[src/rtl/ifetch_seq.sv]
// Byte-serial instruction fetch: assembles big-endian 32-bit words from a byte ROM
// into a 2-entry queue for decode. Optional macro IFETCH_ALIGN_CHECK_EN traps misaligned redirects.
module ifetch_seq #(
    parameter int          ADDR_W   = 8,
    parameter logic [31:0] RESET_PC = 32'h0
) (
    input  logic              clk,
    input  logic              rst,
    output logic              mem_rd,
    output logic [ADDR_W-1:0] mem_addr,
    input  logic [7:0]        mem_rdata,
    input  logic              redirect,
    input  logic [31:0]       redirect_pc,
    output logic              inst_valid,
    output logic [31:0]       inst,
    output logic [31:0]       inst_pc,
    input  logic              inst_ready,
    output logic              align_fault
);

    logic [31:0]       fetch_pc_q, fetch_pc_d;
    logic [1:0]        byte_cnt_q, byte_cnt_d;
    logic              pend_q, pend_d;
    logic              pend_last_q, pend_last_d;
    logic [31:0]       asm_q, asm_d;
    logic [31:0]       word_pc_q, word_pc_d;
    logic [31:0]       inst0_q, inst0_d, inst1_q, inst1_d;
    logic [31:0]       pc0_q, pc0_d, pc1_q, pc1_d;
    logic [1:0]        count_q, count_d;
    logic              fault_q, fault_d;

    logic [ADDR_W-1:0] addr_lo_s;
    logic [2:0]        occ_s;
    logic              room_s, halted_s, issue_s, pop_s, push_s;
    logic [31:0]       new_word_s;

    // Issue, capture, queue and redirect next-state logic
    always_comb begin
        fetch_pc_d  = fetch_pc_q;
        byte_cnt_d  = byte_cnt_q;
        pend_d      = 1'b0;
        pend_last_d = 1'b0;
        asm_d       = asm_q;
        word_pc_d   = word_pc_q;
        inst0_d     = inst0_q;
        inst1_d     = inst1_q;
        pc0_d       = pc0_q;
        pc1_d       = pc1_q;
        count_d     = count_q;
        fault_d     = fault_q;

        addr_lo_s  = fetch_pc_q[ADDR_W-1:0] + {{(ADDR_W-2){1'b0}}, byte_cnt_q};
        // A new word reserves a slot, counting a final byte still awaiting capture.
        occ_s      = {1'b0, count_q} + {2'b00, pend_last_q};
        if (byte_cnt_q == 2'd0) begin
            room_s = (occ_s < 3'd2);
        end else begin
            room_s = (count_q < 2'd2);
        end
`ifdef IFETCH_ALIGN_CHECK_EN
        halted_s = fault_q;
`else
        halted_s = 1'b0;
`endif
        issue_s    = !rst && !redirect && !halted_s && room_s;
        pop_s      = (count_q != 2'd0) && inst_ready;
        push_s     = pend_q && pend_last_q;
        new_word_s = {asm_q[23:0], mem_rdata};

        if (redirect) begin
            fetch_pc_d = redirect_pc;
            byte_cnt_d = 2'd0;
            count_d    = 2'd0;
`ifdef IFETCH_ALIGN_CHECK_EN
            fault_d    = (redirect_pc[1:0] != 2'b00);
`else
            fault_d    = 1'b0;
`endif
        end else begin
            if (issue_s) begin
                byte_cnt_d  = byte_cnt_q + 2'd1;
                pend_d      = 1'b1;
                pend_last_d = (byte_cnt_q == 2'd3);
                if (byte_cnt_q == 2'd0) begin
                    word_pc_d = fetch_pc_q;
                end else begin
                    word_pc_d = word_pc_q;
                end
                if (byte_cnt_q == 2'd3) begin
                    fetch_pc_d = fetch_pc_q + 32'd4;
                end else begin
                    fetch_pc_d = fetch_pc_q;
                end
            end else begin
                byte_cnt_d = byte_cnt_q;
            end

            if (pend_q) begin
                asm_d = new_word_s;
            end else begin
                asm_d = asm_q;
            end

            case ({push_s, pop_s})
                2'b11: begin
                    if (count_q == 2'd1) begin
                        inst0_d = new_word_s;
                        pc0_d   = word_pc_q;
                    end else begin
                        inst0_d = inst1_q;
                        pc0_d   = pc1_q;
                        inst1_d = new_word_s;
                        pc1_d   = word_pc_q;
                    end
                end
                2'b10: begin
                    count_d = count_q + 2'd1;
                    if (count_q == 2'd0) begin
                        inst0_d = new_word_s;
                        pc0_d   = word_pc_q;
                    end else begin
                        inst1_d = new_word_s;
                        pc1_d   = word_pc_q;
                    end
                end
                2'b01: begin
                    count_d = count_q - 2'd1;
                    inst0_d = inst1_q;
                    pc0_d   = pc1_q;
                end
                default: begin
                    count_d = count_q;
                end
            endcase
        end
    end

    // State registers
    always_ff @(posedge clk or posedge rst) begin
        if (rst) begin
            fetch_pc_q  <= RESET_PC;
            byte_cnt_q  <= 2'd0;
            pend_q      <= 1'b0;
            pend_last_q <= 1'b0;
            asm_q       <= 32'd0;
            word_pc_q   <= 32'd0;
            inst0_q     <= 32'd0;
            inst1_q     <= 32'd0;
            pc0_q       <= 32'd0;
            pc1_q       <= 32'd0;
            count_q     <= 2'd0;
            fault_q     <= 1'b0;
        end else begin
            fetch_pc_q  <= fetch_pc_d;
            byte_cnt_q  <= byte_cnt_d;
            pend_q      <= pend_d;
            pend_last_q <= pend_last_d;
            asm_q       <= asm_d;
            word_pc_q   <= word_pc_d;
            inst0_q     <= inst0_d;
            inst1_q     <= inst1_d;
            pc0_q       <= pc0_d;
            pc1_q       <= pc1_d;
            count_q     <= count_d;
            fault_q     <= fault_d;
        end
    end

    assign mem_rd      = issue_s;
    assign mem_addr    = rst ? {ADDR_W{1'b0}} : addr_lo_s;
    assign inst_valid  = (count_q != 2'd0);
    assign inst        = inst0_q;
    assign inst_pc     = pc0_q;
    assign align_fault = fault_q;

endmodule
[config.mk]
export PLATFORM = sky130hd
export DESIGN_NAME = ifetch_seq
export DESIGN_NICKNAME = d
export VERILOG_FILES = /design/src/rtl/ifetch_seq.sv
export SDC_FILE = /design/constraint.sdc
export NUM_CORES = 1
export LEC_CHECK = 0
export ABC_AREA = 1
export CORE_ASPECT_RATIO = 0.6
export CORE_MARGIN = 5
export CORE_UTILIZATION = 40
export DETAILED_ROUTE_END_ITERATION = 16
export HOLD_SLACK_MARGIN = 0.08
export SLEW_MARGIN = 15
export SYNTH_ARGS = -nofsm -noshare
export SYNTH_HDL_FRONTEND = slang
export SYNTH_SLANG_ARGS = --single-unit
[constraint.sdc]
create_clock -name clk -period 22.4 [get_ports clk]
set_input_delay 6.72 -clock clk [delete_from_list [all_inputs] [get_ports clk]]
set_output_delay 6.72 -clock clk [all_outputs]
set_load 0.1 [all_outputs]
Word level (Yosys, flattened, before mapping)

Cells that the tools add are included.

Register bits: 222
Input bits: 44
Output and inout port bits: 75
Word-level logic and storage cells: 72

$add $sub $neg: 6
Order comparisons: 2
Equal/unequal tests: 8
Mux-type cells: 25
Bitwise logic cells: 1
Reductions and logical operators: 19

Operators with widths:

| operator                | number |
|---|---|
| $mux W32                | 11 |
| $pmux W32 S3            | 2 |
| $pmux W32 S2            | 2 |
| $add A32 B3 Y32 const B | 1 |
| $add A8 B2 Y8           | 1 |
| $mux W8                 | 1 |
| $reduce_bool A2 Y1      | 4 |
| $eq A2 B2 Y1 const B    | 3 |
| $mux W2                 | 3 |
| $ne A2 B2 Y1 const B    | 3 |
| $reduce_and A3 Y1       | 2 |
| $reduce_bool A3 Y1      | 2 |
| $mux W1                 | 5 |
| $add A2 B1 Y2 const B   | 2 |
| $eq A2 B1 Y1 const B    | 2 |
| $logic_and A1 B1 Y1     | 4 |
| $logic_not A2 Y1        | 2 |
| $pmux W2 S2             | 1 |
| $reduce_and A2 Y1       | 2 |
| $reduce_and A4 Y1       | 1 |
| $add A2 B1 Y3           | 1 |
| $lt A3 B2 Y1 const B    | 1 |
| $logic_not A1 Y1        | 2 |
| $lt A2 B2 Y1 const B    | 1 |
| 2 further kinds         | 2 |

Longest topological paths before layout

Gate-level depths: netlist (run 1).

Word-level depth: 6
Depth in mapped cells: 12

Worst setup path before layout (run 1)

Ideal clock, no wire load.

Kind: in2out
Start point: input rst
End point: output mem_addr[2]
Arrival: 13.691 ns
Required time: 15.680 ns
Path slack: 1.989 ns
Stages on the path: 4
Cells stage by stage: buf_2 > inv_1 > o21ai_0 > a21oi_1

Cells in the longest elaborated chain, start to end: 1

Ends and longest elaborated chain:

| what            | RTL line | text |
|---|---|---|
| start, declared | 8        | `input logic rst,` |
| $mux W8         | 170      | `assign mem_addr = rst ? {ADDR_W{1'b0}} : addr_lo_s;` |
| end, declared   | 10       | `output logic [ADDR_W-1:0] mem_addr,` |

No other way between the ends.

Final worst setup path (run 1)

Ends and elaborated chain as after synthesis.

==> reports/metrics.cfg, run 1 <==
[sta]
tightest_slew_ns=1.06
relSlewSlack=0.293
rsz0062_at_grt=false
tns_ns=0
max_freq_ghz=0.0617
period_needed_ns=16.20
slew_violations=0
fin_skew_ns=0.0227
hold_viol_final=0
timing.final.crit_share=0.723
setup_viol=0

[synth]
synth_top_family_by_area=simple AND/OR/NAND/NOR gates
synth_cells=1444
synth_seq_cells=222
synth_cell_types=31
synthAdderAreaFrac=0.0128
synthesis.area_um2=11300
synth-simple-area-share=0.211
yosys_warnings=0
synthMuxAreaShare=0
synth_xor_area_frac=0.00772
syn_area_per_cell_um2=7.86
synth-seq-area-share=0.490
synth_nets=1499
synth_compound_area_frac=0.192

[worst_setup_path]
crit_path_frequent_cell=clkdlybuf4s50_1
cpLargestDelayFamily=buffers and inverters
arrival_ns=9.48
startpoint_type=primary input
slowest_delay_ns=1.15
path_cells=clkdlybuf4s50_1 -> inv_8 -> o21ai_0 -> a21oi_1 -> clkdlybuf4s50_1
path_buf_inv=3
cp_slowest_cell=clkdlybuf4s50_1
rr_startpoint=count_q[1]
timing.rr.end=inst_pc[29]
ff2ff_setup_slack_ns=19.39
path_class=primary input to output pin
crit_required_ns=15.68
path_max_fanout=95
setup.worst_path.end_class=output pin
r2r_cells=9

[floorplanning]
die_area_um2=31900
die_h_um=140
initial_core_util=0.409
die_w_um=227
core-area_um2=27800
io_pins=119
rows=47

[global_routing]
grt_pass1_vias=9251
grt_max_degree=96
grt.overflow.total=0
track_usage=0.188
grt_pass1_wl_mm=49.7
antenna_found_initial=0

[detailed_routing]
ant_nets=0
drcViolationCount=0
drt_iter0_drc=753
routed_wl_mm=30.2
wl_per_cell_um=16.0
dr_total_vias=9683
first_pass_iters=5
vias_per_cell=5.13

[power]
power.internal_mw=0.949
combPwrFrac=0.469
ir_drop_mv=0.149
p_sw_mw=0.902
seqPwrFrac=0.320
swShare=0.487
clockPowerShare=0.210
p_leak_nw=6.11
p_per_area_nw_per_um2=138

[place]
place.port_buffers=117
gp_congestion=0.899
place_area_um2=12700
dp_hpwl_mm=19.1

[layout]
syn2layout_area_growth_pct=18.3
num_antenna_cells=0
layout_commonest_cell=nand2_1
fin_nets=1559
fill_cells=2745
mostFrequentLayoutCells=nand2_1, dfrtp_1, o21ai_0, nor2_1, inv_1
drive_gt1_frac=0.0487
final_area_um2=13400

[clock_network]
clk_pin_slew_worst_paths_ns=0.06
cts-hold-fix-buffers=0
cts.sinks=222
clk_path_buf_depth=3
cts_buffers=23
clockRootBuffer=clkbuf_16
post-cts-setup-buffers=0
cts_resized=0
htree_levels=1
insertion_delay_ns=0.51
cts_tree=yes

[min_path]
min-delay-start=asm_q[20]
holdPathStages=2
hold_end=asm_q[20]
hp-class=flip-flop to flip-flop

[run]
max-cap-violations=0

[status]
status=finished clean

## cell usage after synthesis (all sizes together)
cell	instances	area (µm²)
a22oi	1	7.51
clkbuf	43	161
o21ai	210	1050
a211o	64	561
a211oi	2	15.0
inv	139	522
ha	10	125
o22ai	2	12.5
nor3	11	66.3
conb	1	3.75
a31oi	64	400
o211ai	7	52.6
fa	1	20.0
nand3	42	215
a21oi	16	83.8
xor2	10	87.6
nand2	376	1420
buf	50	297
dfrtp	222	5560
nor2	173	687
## cells by family (layout without fill, tap and decap cells)
logic type | Yosys count | in the layout
buffers and inverters | 232 | 308
AOI/OAI and AO/OA | 366 | 366
and+or+nand+nor | 602 | 602
other | 1 | 1
adders and majority gates | 11 | 11
xor gates and xnor gates | 10 | 10
DFF | 222 | 222
## how the worst max path moves through the flow
| stage | depth (start not counted) | startpoint | end | slack [ns] |
|---|---|---|---|---|
| 6_report | 5 | rst | mem_addr[2] | 6.20 |
| 5_1_grt | 5 | rst | mem_addr[2] | 6.01 |
| 4_1_cts | 5 | rst | mem_addr[2] | 6.12 |
| 3_5_place_dp | 5 | rst | mem_addr[2] | 6.12 |
| 3_3_place_gp | 5 | rst | mem_addr[2] | 6.12 |
| 2_1_floorplan | 4 | rst | mem_addr[2] | 1.99 |
## final cells by class
| cell class | count | area (µm²) | area share |
|---|---|---|---|
| inverter | 139 | 529 | 0.0394 |
| tap | 367 | 459 | 0.0342 |
| sequential | 222 | 5560 | 0.414 |
| multi-input combinational | 990 | 4860 | 0.362 |
| clock buffer | 32 | 689 | 0.0514 |
| timing repair buffer | 128 | 1250 | 0.0934 |
| clock inverter | 9 | 73.8 | 0.00550 |
## per-stage QoR
step	total power, mW	cells	util	worst slack, ns	hold slack, ns
after CTS	1.87	1887	0.484	6.12	0.489
after global placement	1.47	1846	0.456	6.12	0.465
after detailed placement	1.47	1846	0.456	6.12	0.472
after global routing	1.95	1887	0.484	6.01	0.506
after floorplan	1.25	1444	-	1.99	0.453
final	1.85	1887	0.484	6.20	0.484
## metal layers
layer	global-route usage	vias up	share of wire	routed length (µm)
li1	-	4848	-	-
met1	0.293	4628	0.52	15900
met2	0.285	186	0.43	12900
met3	0.0259	21	0.039	1170
met4	0.0248	0	0.0094	284
met5	0	-	0	0
## worst register-to-register path, stage by stage, from the launching register on
cell     delay [ns]
dfrtp_1        0.41
inv_1          0.15
ha_1           0.22
inv_2          0.08
nand2_1        0.15
inv_1          0.13
ha_4           0.68
buf_4          0.74
a211o_1        0.23
a31oi_1        0.07
## sequential cells by signal (all words and copies together) (netlist names)
signal / flops
word_pc_q: 32
pc1_q: 32
inst_pc: 32
pend_q: 1
pend_last_q: 1
fetch_pc_q: 32
asm_q: 24
byte_cnt_q: 2
count_q: 2
inst: 32
inst1_q: 32
## power by group through the flow
stage	logic, mW	registers, mW	clock network (mW)
after global placement	0.867	0.601	0
final	0.869	0.593	0.389
after floorplan	0.254	0.998	0
after CTS	0.876	0.595	0.397
after global routing	0.924	0.608	0.414
after detailed placement	0.873	0.601	0
No activity file was read; power rests on OpenSTA's default activity.
==> run 2, diff against run 1 <==
==> constraint.sdc (replaced) <==
create_clock -name clk -period 15.8 [get_ports clk]
set_input_delay 4.74 -clock clk [delete_from_list [all_inputs] [get_ports clk]]
set_output_delay 4.74 -clock clk [all_outputs]
set_load 0.1 [all_outputs]
==> reports/metrics.cfg, run 2 (same netlist as run 1, synthesis figures left out) <==
[worst_setup_path]
crit_start=rst
r2r_cells=9
crit_required_ns=11.06
rr_startpoint=count_q[1]
crit_path_frequent_cell=clkdlybuf4s50_1
setup.worst_path.end_class=output pin
path_cells=clkdlybuf4s50_1 -> clkinvlp_4 -> o21ai_0 -> a21oi_1 -> clkdlybuf4s50_1
timing.rr.end=inst_pc[4]
startpoint_type=primary input
path_class=primary input to output pin
slowest_delay_ns=0.98
cp-endpoint=mem_addr[2]
ff2ff_setup_slack_ns=12.78
path_max_fanout=38
arrival_ns=7.59
cp_slowest_cell=clkdlybuf4s50_1

[global_routing]
track_usage=0.190
grt_pass1_wl_mm=50.1
grt.overflow.total=0
grt_max_degree=111
antenna_found_initial=0
grt_pass1_vias=9329

[detailed_routing]
ant_nets=0
drt_iter0_drc=691
dr_total_vias=9737
drcViolationCount=0
wl_per_cell_um=16.2
first_pass_iters=5
vias_per_cell=5.16
routed_wl_mm=30.5

[power]
p_leak_nw=6.09
ir_drop_mv=0.173
p_per_area_nw_per_um2=195

[place]
gp_congestion=0.893
place.port_buffers=117
place_area_um2=12700
dp_hpwl_mm=19.6

[sta]
timing.final.crit_share=0.780
setup_viol=0
fin_skew_ns=0.0203
max_freq_ghz=0.0811
relSlewSlack=0.318
rsz0062_at_grt=false
slew_violations=0
period_needed_ns=12.33
tns_ns=0
hold_viol_final=0
whs_ns=0.483
tightest_slew_ns=1.02

[layout]
syn2layout_area_growth_pct=18.1
num_antenna_cells=0
layout_commonest_cell=nand2_1
drive_gt1_frac=0.0480
mostFrequentLayoutCells=nand2_1, dfrtp_1, o21ai_0, nor2_1, inv_1
fin_nets=1560
final_area_um2=13400

[floorplanning]
die_area_um2=31900
rows=47
die_h_um=140
die_w_um=227
io_pins=119
initial_core_util=0.409
core-area_um2=27800

[clock_network]
post-cts-setup-buffers=0
clockRootBuffer=clkbuf_16
cts.sinks=222
cts_resized=0
cts_buffers=22
clk_pin_slew_worst_paths_ns=0.06
htree_levels=1
cts_tree=yes
insertion_delay_ns=0.51
clk_path_buf_depth=3
cts-hold-fix-buffers=0

[min_path]
hp-class=flip-flop to flip-flop

[status]
status=finished clean

[run]
max-cap-violations=0

[run 2: through the flow]
step / std cells / setup WS, ns / total power, mW / util
6_report: 1887 / 3.47 / 2.62 / 0.483
5_1_grt: 1887 / 3.14 / 2.76 / 0.483
4_1_cts: 1887 / 3.37 / 2.65 / 0.483
3_5_place_dp: 1848 / 3.37 / 2.09 / 0.456
3_3_place_gp: 1848 / 3.36 / 2.08 / 0.456
2_1_floorplan: 1444 / 1.91 / 1.77 / -
[run 2: final cells by class]
class | instances | area, µm²
tap | 367 | 459
clock buffer | 34 | 697
clock inverter | 5 | 50.0
timing repair buffer | 130 | 1270
fill | 2723 | 14400
sequential | 222 | 5560
inverter | 139 | 526
multi-input combinational | 990 | 4850
[run 2: worst min-delay path by stage]
stage | to | depth (start not counted) | slack [ns] | from
floorplan | asm_q[0] | 2 | 0.45 | asm_q[0]
global placement | asm_q[15] | 2 | 0.47 | asm_q[15]
detailed placement | asm_q[0] | 2 | 0.47 | asm_q[0]
CTS | asm_q[23] | 2 | 0.49 | asm_q[23]
global route | asm_q[6] | 2 | 0.51 | asm_q[6]
finish | asm_q[6] | 2 | 0.48 | asm_q[6]
[run 2: critical path, delay by kind of cell]
kind	cells	cell delay, ns
AOI/OAI and AO/OA	2	0.34
buffers and inverters	3	2.51
[run 2: power breakdown]
group          internal (mW)  leakage [nW]  switching, mW  total, mW
clock network          0.319         0.374          0.223      0.542
registers              0.726          2.65          0.117      0.843
logic                  0.299          3.07          0.935       1.23
[run 2: per-layer routing]
layer	vias up	part of all wire	global-route usage
li1	4841	-	-
met1	4683	0.51	0.291
met2	191	0.42	0.287
met3	22	0.054	0.0379
met4	0	0.011	0.0264
met5	-	0	0
==> run 3, diff against run 2 <==
==> constraint.sdc (replaced) <==
create_clock -name clk -period 10.5 [get_ports clk]
set_input_delay 3.15 -clock clk [delete_from_list [all_inputs] [get_ports clk]]
set_output_delay 3.15 -clock clk [all_outputs]
set_load 0.1 [all_outputs]
==> reports/metrics.cfg, run 3 (same netlist as run 1, synthesis figures left out) <==
[global_routing]
grt.overflow.total=0
grt_pass1_vias=9307
antenna_found_initial=0
track_usage=0.190
grt_pass1_wl_mm=50.0
grt_max_degree=155

[layout]
fin_nets=1558
syn2layout_area_growth_pct=17.7
regArea_um2=5560
multi_input_area_um2=4850
fill_cells=2805
drive_gt1_frac=0.0448
instances_no_fill=1884
num_antenna_cells=0
mostFrequentLayoutCells=nand2_1, dfrtp_1, o21ai_0, nor2_1, inv_1
final_area_um2=13400
layout_commonest_cell=nand2_1

[sta]
period_needed_ns=8.45
tightest_slew_ns=1.12
relSlewSlack=0.250
hold_viol_final=0
setup_viol=0
max_freq_ghz=0.118
layout_setup_ws_ns=2.05
timing.final.crit_share=0.805
tns_ns=0
whs_ns=0.482
rsz0062_at_grt=false
slew_violations=0
fin_skew_ns=0.00773

[worst_setup_path]
setup.worst_path.end_class=output pin
ff2ff_setup_slack_ns=7.31
rr_startpoint=count_q[0]
cp-endpoint=mem_addr[6]
r2r_cells=7
path_max_fanout=9
crit_start=rst
startpoint_type=primary input
crit_required_ns=7.35
path_class=primary input to output pin
timing.rr.end=inst[22]
arrival_ns=5.30

[detailed_routing]
first_pass_iters=5
routed_wl_mm=30.3
drt_iter0_drc=690
wl_per_cell_um=16.1
vias_per_cell=5.16
ant_nets=0
dr_total_vias=9715
drcViolationCount=0

[power]
p_leak_nw=6.06
clockPowerShare=0.199
p_per_area_nw_per_um2=292
power.internal_mw=1.99
p_sw_mw=1.91
combPwrFrac=0.476
swShare=0.490
ir_drop_mv=0.264
seqPwrFrac=0.325

[place]
place_area_um2=12700
dp_hpwl_mm=19.2
dp.cells=1845
place.port_buffers=117
gp_congestion=0.882
place_ws_ns=2.03

[clock_network]
clk_path_buf_depth=3
cts_buffers=23
cts_resized=0
clk_pin_slew_worst_paths_ns=0.06
cts.sinks=222
cts_tree=yes
cts-hold-fix-buffers=0
htree_levels=1
clockRootBuffer=clkbuf_16
post-cts-setup-buffers=0
insertion_delay_ns=0.51

[run]
max-cap-violations=0

[floorplanning]
die_area_um2=31900
die_w_um=227
core-area_um2=27800
initial_core_util=0.409
io_pins=119
rows=47
die_h_um=140

[min_path]
hp-class=flip-flop to flip-flop

[status]
status=finished clean

## run 3: metal layers
| layer | track usage | share of wire |
|---|---|---|
| met5 | 0 | 0 |
| met4 | 0.0299 | 0.013 |
| met1 | 0.292 | 0.51 |
| met2 | 0.286 | 0.43 |
| met3 | 0.0345 | 0.047 |
## run 3: layout make-up
class,instances,area share
clock inverters,3,0.00112
multi-input cells,990,0.364
inverters,139,0.0394
well taps,367,0.0344
clock buffers,36,0.0513
repair buffers,127,0.0944
flip-flops and latches,222,0.416
## run 3: worst min-delay path by stage
stage	startpoint	to	slack, ns	cells after the start
finish	word_pc_q[14]	word_pc_q[14]	0.48	2
floorplan	asm_q[0]	asm_q[0]	0.45	2
CTS	word_pc_q[14]	word_pc_q[14]	0.49	2
global placement	asm_q[12]	asm_q[12]	0.47	2
global route	asm_q[3]	asm_q[3]	0.50	2
detailed placement	word_pc_q[14]	word_pc_q[14]	0.47	2
## run 3: critical path: stages
cell and delay [ns]:
clkdlybuf4s50_1 0.61, a211oi_1 0.35, clkdlybuf4s50_1 1.18
## run 3: power by group through the flow
stage          clock network (mW)  registers [mW]  logic, mW
5_1_grt                     0.838            1.30       1.97
3_3_place_gp                    0            1.28       1.84
3_5_place_dp                    0            1.28       1.86
4_1_cts                     0.800            1.27       1.87
2_1_floorplan                   0            2.13      0.541
6_report                    0.774            1.27       1.85
## run 3: stage by stage
step	power (mW)	util
after floorplan	2.67	-
after global placement	3.12	0.456
after detailed placement	3.14	0.456
after CTS	3.94	0.481
after global routing	4.11	0.481
final	3.89	0.481
